[src/rtl/shiftadd_mul_param.sv]
// Parametrised sequential shift-add multiplier, one multiplier bit per clock, signed/unsigned at run time.
// Optional early exit when the remaining multiplier bits are all zero: define SHIFTADD_MUL_EARLY_EXIT_EN.
module shiftadd_mul_param #(
  parameter int N = 8
) (
  input  logic           clk,
  input  logic           reset,
  input  logic           start,
  input  logic [N-1:0]   i_B,
  input  logic [N-1:0]   i_Q,
  input  logic           i_signed,
  output logic           busy,
  output logic           stop,
  output logic [2*N-1:0] o_A
);

  localparam int CW = $clog2(N) + 1;

  localparam logic [1:0] S_IDLE = 2'd0;
  localparam logic [1:0] S_RUN  = 2'd1;
  localparam logic [1:0] S_DONE = 2'd2;

  logic [1:0]     state_q, state_d;
  logic [2*N-1:0] b_q, b_d;
  logic [N-1:0]   q_q, q_d;
  logic [2*N-1:0] acc_q, acc_d;
  logic [CW-1:0]  cnt_q, cnt_d;
  logic           neg_q, neg_d;
  logic           busy_q, busy_d;
  logic           stop_q, stop_d;
  logic [2*N-1:0] a_q, a_d;

  logic [N-1:0]   b_mag, q_mag;
  logic [2*N-1:0] acc_sum;
  logic           last;

  // Negating the most negative value wraps to itself, which read unsigned is 2^(N-1).
  assign b_mag   = (i_signed && i_B[N-1]) ? -i_B : i_B;
  assign q_mag   = (i_signed && i_Q[N-1]) ? -i_Q : i_Q;
  assign acc_sum = acc_q + (q_q[0] ? b_q : '0);

`ifdef SHIFTADD_MUL_EARLY_EXIT_EN
  assign last = (cnt_q == CW'(N - 1)) || (q_q[N-1:1] == '0);
`else
  assign last = (cnt_q == CW'(N - 1));
`endif

  always_comb begin
    state_d = state_q;
    b_d     = b_q;
    q_d     = q_q;
    acc_d   = acc_q;
    cnt_d   = cnt_q;
    neg_d   = neg_q;
    busy_d  = busy_q;
    stop_d  = stop_q;
    a_d     = a_q;
    case (state_q)
      S_IDLE: begin
        if (start) begin
          state_d = S_RUN;
          busy_d  = 1'b1;
          b_d     = {{N{1'b0}}, b_mag};
          q_d     = q_mag;
          neg_d   = i_signed & (i_B[N-1] ^ i_Q[N-1]);
          acc_d   = '0;
          cnt_d   = '0;
        end
      end
      S_RUN: begin
        acc_d = acc_sum;
        q_d   = q_q >> 1;
        b_d   = b_q << 1;
        cnt_d = cnt_q + CW'(1);
        if (last) begin
          state_d = S_DONE;
          busy_d  = 1'b0;
          stop_d  = 1'b1;
          a_d     = neg_q ? -acc_sum : acc_sum;
        end
      end
      S_DONE: begin
        state_d = S_IDLE;
        stop_d  = 1'b0;
      end
      default: begin
        state_d = S_IDLE;
        busy_d  = 1'b0;
        stop_d  = 1'b0;
      end
    endcase
  end

  always_ff @(posedge clk) begin
    if (reset) begin
      state_q <= S_IDLE;
      b_q     <= '0;
      q_q     <= '0;
      acc_q   <= '0;
      cnt_q   <= '0;
      neg_q   <= 1'b0;
      busy_q  <= 1'b0;
      stop_q  <= 1'b0;
      a_q     <= '0;
    end else begin
      state_q <= state_d;
      b_q     <= b_d;
      q_q     <= q_d;
      acc_q   <= acc_d;
      cnt_q   <= cnt_d;
      neg_q   <= neg_d;
      busy_q  <= busy_d;
      stop_q  <= stop_d;
      a_q     <= a_d;
    end
  end

  assign busy = busy_q;
  assign stop = stop_q;
  assign o_A  = a_q;

endmodule

[config.mk]
export PLATFORM = sky130hd
export DESIGN_NAME = shiftadd_mul_param
export DESIGN_NICKNAME = d
export VERILOG_FILES = /design/src/rtl/shiftadd_mul_param.sv
export SDC_FILE = /design/constraint.sdc
export NUM_CORES = 1
export LEC_CHECK = 0
export ABC_CLOCK_PERIOD_IN_PS = 9850
export CORE_MARGIN = 2
export CORE_UTILIZATION = 46
export DETAILED_ROUTE_END_ITERATION = 10
export PLACE_DENSITY = 0.67
export SETUP_SLACK_MARGIN = 0.02
export SYNTH_ARGS = -nofsm -noshare
export SYNTH_HDL_FRONTEND = slang
export SYNTH_SLANG_ARGS = --single-unit
[constraint.sdc]
create_clock -name clk -period 9.85 [get_ports clk]
set_clock_uncertainty 0.15 [all_clocks]
set_input_delay 2.4625 -clock clk [delete_from_list [all_inputs] [get_ports clk]]
set_output_delay 2.4625 -clock clk [all_outputs]
set_load 0.02 [all_outputs]
==> impl_metrics.json, run 1 <==
{
  "outcome": "complete, no violations",
  "whs_ns": 0.3114,
  "rsz0062_at_grt": "no",
  "die_w_um": 92.85,
  "ys_types": 49,
  "n_antenna_cell": 0,
  "dpl.hpwl_mm": 5.642,
  "ys.flop_type": "dfxtp_1",
  "maxSlewHeadroom_pct": 39.19,
  "cts-htree-levels": 3,
  "drt_iter0_drc": 151,
  "final.min_clock_period_ns": 4.317,
  "synth_edf_count": 0,
  "p_leak_nw": 1.737,
  "vias": 3106,
  "syn_area_um2": 3631,
  "areaGrowthSynthToFinish_pct": 19.26,
  "worstPathCellList": "clkdlybuf4s50_1 > nor2b_1 > nor2b_1 > buf_4 > nor2_1 > a22oi_1 > a21oi_1",
  "ctsHoldBuffers": 0,
  "die_area_um2": 8620,
  "routedWlPerCell_um": 13.91,
  "cts_sinks": 65,
  "drv_cap": 0,
  "globalRouteOverflowTotal": 0,
  "root_buffer": "clkbuf_8",
  "cp-end-kind": "register",
  "viasPerCell": 5.488,
  "synth_seq_cells": 65,
  "syn_inst": 427,
  "clock_latency_ns": 0.33,
  "dr.pass1.iters": 6,
  "worst_slew_pin_slew_ns": 0.9088,
  "coreArea_um2": 7687,
  "clk_pin_slew_ns": 0.08,
  "place_congestion": 0.8210,
  "floorplan.initialDensity_pct": 47.23,
  "grt_pass1_wl_mm": 13.42,
  "async_flop_share_pct": 0,
  "grt_pass1_vias": 2990,
  "rows": 32,
  "drc": 0,
  "synthTopCellsByArea": "dfxtp_1 (36%), ha_1 (6.5%), a22o_1 (6.0%)",
  "hp-class": "register to register",
  "die_y_um": 92.85,
  "antenna_found_initial": 0,
  "ir_worst_vdd_mv": 0.06623,
  "io_pins": 38,
  "synth_top_area_share_pct": 35.84,
  "power.density_nw_per_um2": 140.9,
  "clock_path_buffers": 2,
  "post_route_cells_drive_above_1_share_pct": 6.034,
  "syn_nets": 467,
  "post_cts_resize_count": 0,
  "regArea_um2": 1301,
  "grt_max_degree": 42,
  "path_max_fanout": 16,
  "holdCritStartpoint": "o_A[7]$_SDFFE_PP0P_",
  "cts_buffers": 9,
  "postLayoutCoreUtil_pct": 56.33,
  "synth_seq_area_share_pct": 35.84,
  "io_buffers": 37,
  "cpPeakStageDelay_ns": 0.72,
  "period_share_pct": 43.83,
  "postSynthAreaPerCell_um2": 8.503,
  "cts_tree": "built",
  "total_power_mw": 0.6101,
  "yosys.cell_count.top_type": "dfxtp_1",
  "fill_cells": 718,
  "crit_required_ns": 9.96,
  "wl_mm": 7.872,
  "synth_top_area_cell": "dfxtp_1",
  "grt_util_all_layers_pct": 19.15,
  "tns_ns": 0,
  "ant_nets": 0,
  "yosysWarnings": 0,
  "place_ws_ns": 5.187,
  "critPathKind": "input port to register",
  "multi_input_area_um2": 2192,
  "cts_setup_buffers": 0,
  "layout_setup_ws_ns": 5.533,
  "drv_slew": 0,
  "setup.worst_path.start_class": "input port",
  "netlist_top_cells_count": "dfxtp_1 (65), a21oi_1 (41), nand2_1 (35), nor2_1 (30), a22o_1 (25)",
  "finalSetupViolations": 0,
  "r2r-start": "q_q[0]$_SDFFE_PP0P_",
  "final-hold-violation-count": 0,
  "timing.fmax_mhz": 231.6,
  "cpMaxStageDelayCell": "nor2_1",
  "finalNetCount": 499,
  "startpoint": "start",
  "arrival_ns": 4.43,
  "critPathMostFrequentCell": "nor2b_1"
}
flip-flops by register name, summed over array words and instances (netlist names):
register	cells
q_q	8
cnt_q	4
acc_q	16
busy	1
neg_q	1
o_A	16
b_q	16
stop	1
state_q	2
worst max-delay path, delay by kind of cell:
kind                   cells  cell delay, ns
buffers and inverters      2            0.58
AND/OR/NAND/NOR            3            1.01
AO/OA/AOI/OAI              2            0.37
power by group:
group / total, mW / leakage (nW) / switching [mW] / internal [mW]
clock network: 0.275 / 0.124 / 0.107 / 0.169
registers: 0.275 / 0.527 / 0.00625 / 0.269
logic: 0.0594 / 1.09 / 0.0346 / 0.0249
path summary, 6_finish.rpt:
kind	endpoint	slack, ns	cells past startpoint
min	o_A[7]$_SDFFE_PP0P_	0.31	2
max	b_q[2]$_SDFFE_PP0P_	5.53	7
max reg2reg	o_A[15]$_SDFFE_PP0P_	5.81	12
min reg2reg	o_A[7]$_SDFFE_PP0P_	0.31	2
cell usage in the layout, fill, tap and decap left out, types with 7 or more instances in the layout:
| master | count |
|---|---|
| a211oi_1 | 11 |
| a21oi_1 | 41 |
| a22o_1 | 25 |
| a22oi_1 | 10 |
| a31oi_1 | 7 |
| and2_1 | 18 |
| clkbuf_8 | 9 |
| clkdlybuf4s50_1 | 37 |
| dfxtp_1 | 65 |
| ha_1 | 19 |
| inv_1 | 14 |
| nand2_1 | 35 |
| nand2b_1 | 7 |
| nand3_1 | 11 |
| nor2_1 | 30 |
| o21ai_0 | 12 |
| xnor2_1 | 14 |
| xor2_1 | 24 |
routing by layer:
layer	part of all wire, %	wire [um]	global-route usage (%)
met5	0	0	0
met4	2.9	226	10.05
met3	2.7	212	3.011
met2	47	3720	32.61
met1	47	3713	23.13
logic make-up (layout without fill, tap and decap cells):
| logic type | Yosys count | in the layout | synth area share (%) |
|---|---|---|---|
| and+or+nand+nor | 130 | 130 | 17.95 |
| muxes | 1 | 1 | 0.2757 |
| DFF | 65 | 65 | 35.84 |
| adders and majority gates | 20 | 20 | 7.099 |
| buffers and inverters | 36 | 73 | 3.928 |
| AOI/OAI and AO/OA | 137 | 137 | 25.74 |
| xor gates and xnor gates | 38 | 38 | 9.166 |
through the flow:
step,cells,cell area [um^2]
floorplan,427,3631
global placement,550,4089
detailed placement,550,4089
CTS,566,4330
global route,566,4330
finish,566,4330
layout make-up:
cell class	instances	area share, %
inverter	14	1.214
clock buffer	9	2.860
tap	102	2.947
timing repair buffer	43	9.593
clock inverter	7	2.716
sequential	65	30.05
multi-input combinational	326	50.62
No activity file was read; power rests on OpenSTA's default activity.
==> inputs of run 2 (changes only) <==
- ABC_CLOCK_PERIOD_IN_PS: 9850 -> 3500
- PLACE_DENSITY: 0.67 -> 0.69
- clock period: 9.85 -> 3.5 ns (I/O delays scaled with it)
==> run 2 against run 1 <==
Compared with the run above:
- sequential share of layout area shrank 0.86 points
- clock-buffer cell count grew 2
- clock power grew to 2.6 times the previous value
- final area increased by 3.0%
- via count rose by 2.3%
- cell count is 2.3% higher
- critical endpoint is now o_A[15]$_SDFFE_PP0P_
- highest routed layer unchanged
==> impl_metrics.json, run 2 (synthesis results as in run 1) <==
{
  "design_area_um2": 4462,
  "final.min_clock_period_ns": 3.456,
  "areaGrowthSynthToFinish_pct": 22.88,
  "worstPathCellList": "buf_4 > and2_1 > ha_1 > a21o_1 > a31oi_1 > a21oi_1 > o41ai_1 > xnor2_1 > or4_4 > o41a_1 > xnor2_1 > o21ai_1",
  "final-hold-violation-count": 0,
  "post_route_cells_drive_above_1_share_pct": 9.853,
  "vias": 3176,
  "outcome": "complete, no violations",
  "cts_sinks": 65,
  "cp_num_buf_inv": 1,
  "setup.worst_path.start_class": "register",
  "critPathKind": "register to register",
  "critPathMostFrequentCell": "xnor2_1",
  "place_congestion": 0.8601,
  "drc": 0,
  "layout_setup_ws_ns": 0.04409,
  "clk_pin_slew_ns": 0.07,
  "drv_cap": 0,
  "grt_pass1_vias": 3101,
  "io_buffers": 37,
  "rsz0062_at_grt": "yes",
  "routedWlPerCell_um": 14.07,
  "cts-htree-levels": 3,
  "grt_pass1_wl_mm": 13.70,
  "antenna_found_initial": 0,
  "p_clk_share_pct": 42.9,
  "clock_path_buffers": 2,
  "maxSlewHeadroom_pct": 36.66,
  "coreArea_um2": 7687,
  "sw_frac_of_total_pct": 24.54,
  "timing.rr.end": "o_A[15]$_SDFFE_PP0P_",
  "p_leak_nw": 1.801,
  "cpPeakStageDelay_ns": 0.55,
  "power.density_nw_per_um2": 371.9,
  "drv_slew": 0,
  "floorplan.initialDensity_pct": 47.23,
  "postLayoutCoreUtil_pct": 58.04,
  "globalRouteOverflowTotal": 0,
  "r2r-start": "q_q[0]$_SDFFE_PP0P_",
  "arrival_ns": 3.55,
  "hp-class": "register to register",
  "finalSetupViolations": 0,
  "cp_top_family": "compound AO/OA/AOI/OAI gates",
  "path_max_fanout": 15,
  "reg2reg_depth": 12,
  "worstHoldPathCells": 2,
  "final_common_cell": "dfxtp_1",
  "grt_util_all_layers_pct": 19.70,
  "dpl.hpwl_mm": 6.085,
  "grt_max_degree": 36,
  "p_sw_mw": 0.4072,
  "n_antenna_cell": 0,
  "cts_tree": "built",
  "ir_worst_vdd_mv": 0.1682,
  "whs_endpoint": "o_A[15]$_SDFFE_PP0P_",
  "seqPwrFrac_pct": 46.6,
  "rows": 32,
  "root_buffer": "clkbuf_8",
  "wl_mm": 8.149,
  "timing.fmax_mhz": 289.4,
  "placed_area_um2": 4174,
  "viasPerCell": 5.485,
  "reg2reg_slack_ns": 0.04,
  "crit_required_ns": 3.59,
  "clock_latency_ns": 0.35,
  "dr.pass1.iters": 4,
  "worst_slew_pin_slew_ns": 0.9466,
  "combPwrFrac_pct": 10.5,
  "intPower_mw": 1.252,
  "place_ws_ns": 0.02101,
  "die_area_um2": 8620,
  "drt_iter0_drc": 104,
  "finalNetCount": 512,
  "io_pins": 38,
  "ant_nets": 0,
  "holdCritStartpoint": "o_A[15]$_SDFFE_PP0P_",
  "cpMaxStageDelayCell": "or4_4",
  "cts_buffers": 9,
  "period_share_pct": 98.74,
  "die_y_um": 92.85,
  "crit_cells": 12,
  "cp-end-kind": "register",
  "die_w_um": 92.85,
  "layout_common_cells": "dfxtp_1 (64), a21oi_1 (41), clkdlybuf4s50_1 (37)"
}
[run 2: timing repair]
| item | 4_1_cts | 5_1_grt |
|---|---|---|
| buffers inserted | 0 | 2 |
| setup endpoints to repair | 2 | 5 |
| gates resized for setup | 0 | 8 |
| hold buffers | 0 | 0 |
| pin swaps | 0 | 3 |
[run 2: power groups by stage]
stage	Clock, mW	Sequential [mW]	Combinational, mW
after floorplan	0	0.786	0.111
after global placement	0	0.789	0.168
after detailed placement	0	0.790	0.172
after CTS	0.719	0.773	0.172
after global routing	0.757	0.776	0.194
final	0.711	0.774	0.174
[run 2: worst min-delay path, cell delays in order (launching register included)]
cell and delay, ns:
dfxtp_1 0.32, nand2_1 0.05, o21ai_1 0.05
[run 2: metal layers]
layer | part of all wire [%] | track usage, % | vias up
met5 | 0 | 0 | -
met4 | 3.0 | 11.27 | 0
met3 | 3.0 | 3.173 | 22
met2 | 50 | 35.14 | 60
met1 | 44 | 22.05 | 1458
li1 | - | - | 1636
[run 2: cell type report]
class / count / area (um^2)
clock buffer: 11 / 141.4
clock inverter: 5 / 78.83
timing repair buffer: 56 / 513.0
multi-input combinational: 326 / 2246
inverter: 14 / 52.55
sequential: 65 / 1303
tap: 102 / 127.6
fill: 730 / 3226
[run 2: through the flow]
step	TNS, ns	hold WS (ns)	cells	power [mW]
CTS	0	0.3069	577	1.664
global placement	0	0.2963	561	0.9576
floorplan	-0.02694	0.2817	427	0.8970
global route	-0.2421	0.3312	579	1.727
detailed placement	0	0.2967	561	0.9616
finish	0	0.3075	579	1.659
[run 2: worst max-delay path by stage]
stage,start,end,slack [ns]
finish,q_q[0]$_SDFFE_PP0P_,o_A[15]$_SDFFE_PP0P_,0.04
global route,q_q[0]$_SDFFE_PP0P_,o_A[15]$_SDFFE_PP0P_,-0.12
CTS,b_q[0]$_SDFFE_PP0P_,o_A[15]$_SDFFE_PP0P_,0.009
detailed placement,b_q[0]$_SDFFE_PP0P_,o_A[15]$_SDFFE_PP0P_,0.02
global placement,b_q[0]$_SDFFE_PP0P_,o_A[15]$_SDFFE_PP0P_,0.05
floorplan,q_q[0]$_SDFFE_PP0P_,o_A[15]$_SDFFE_PP0P_,-0.03
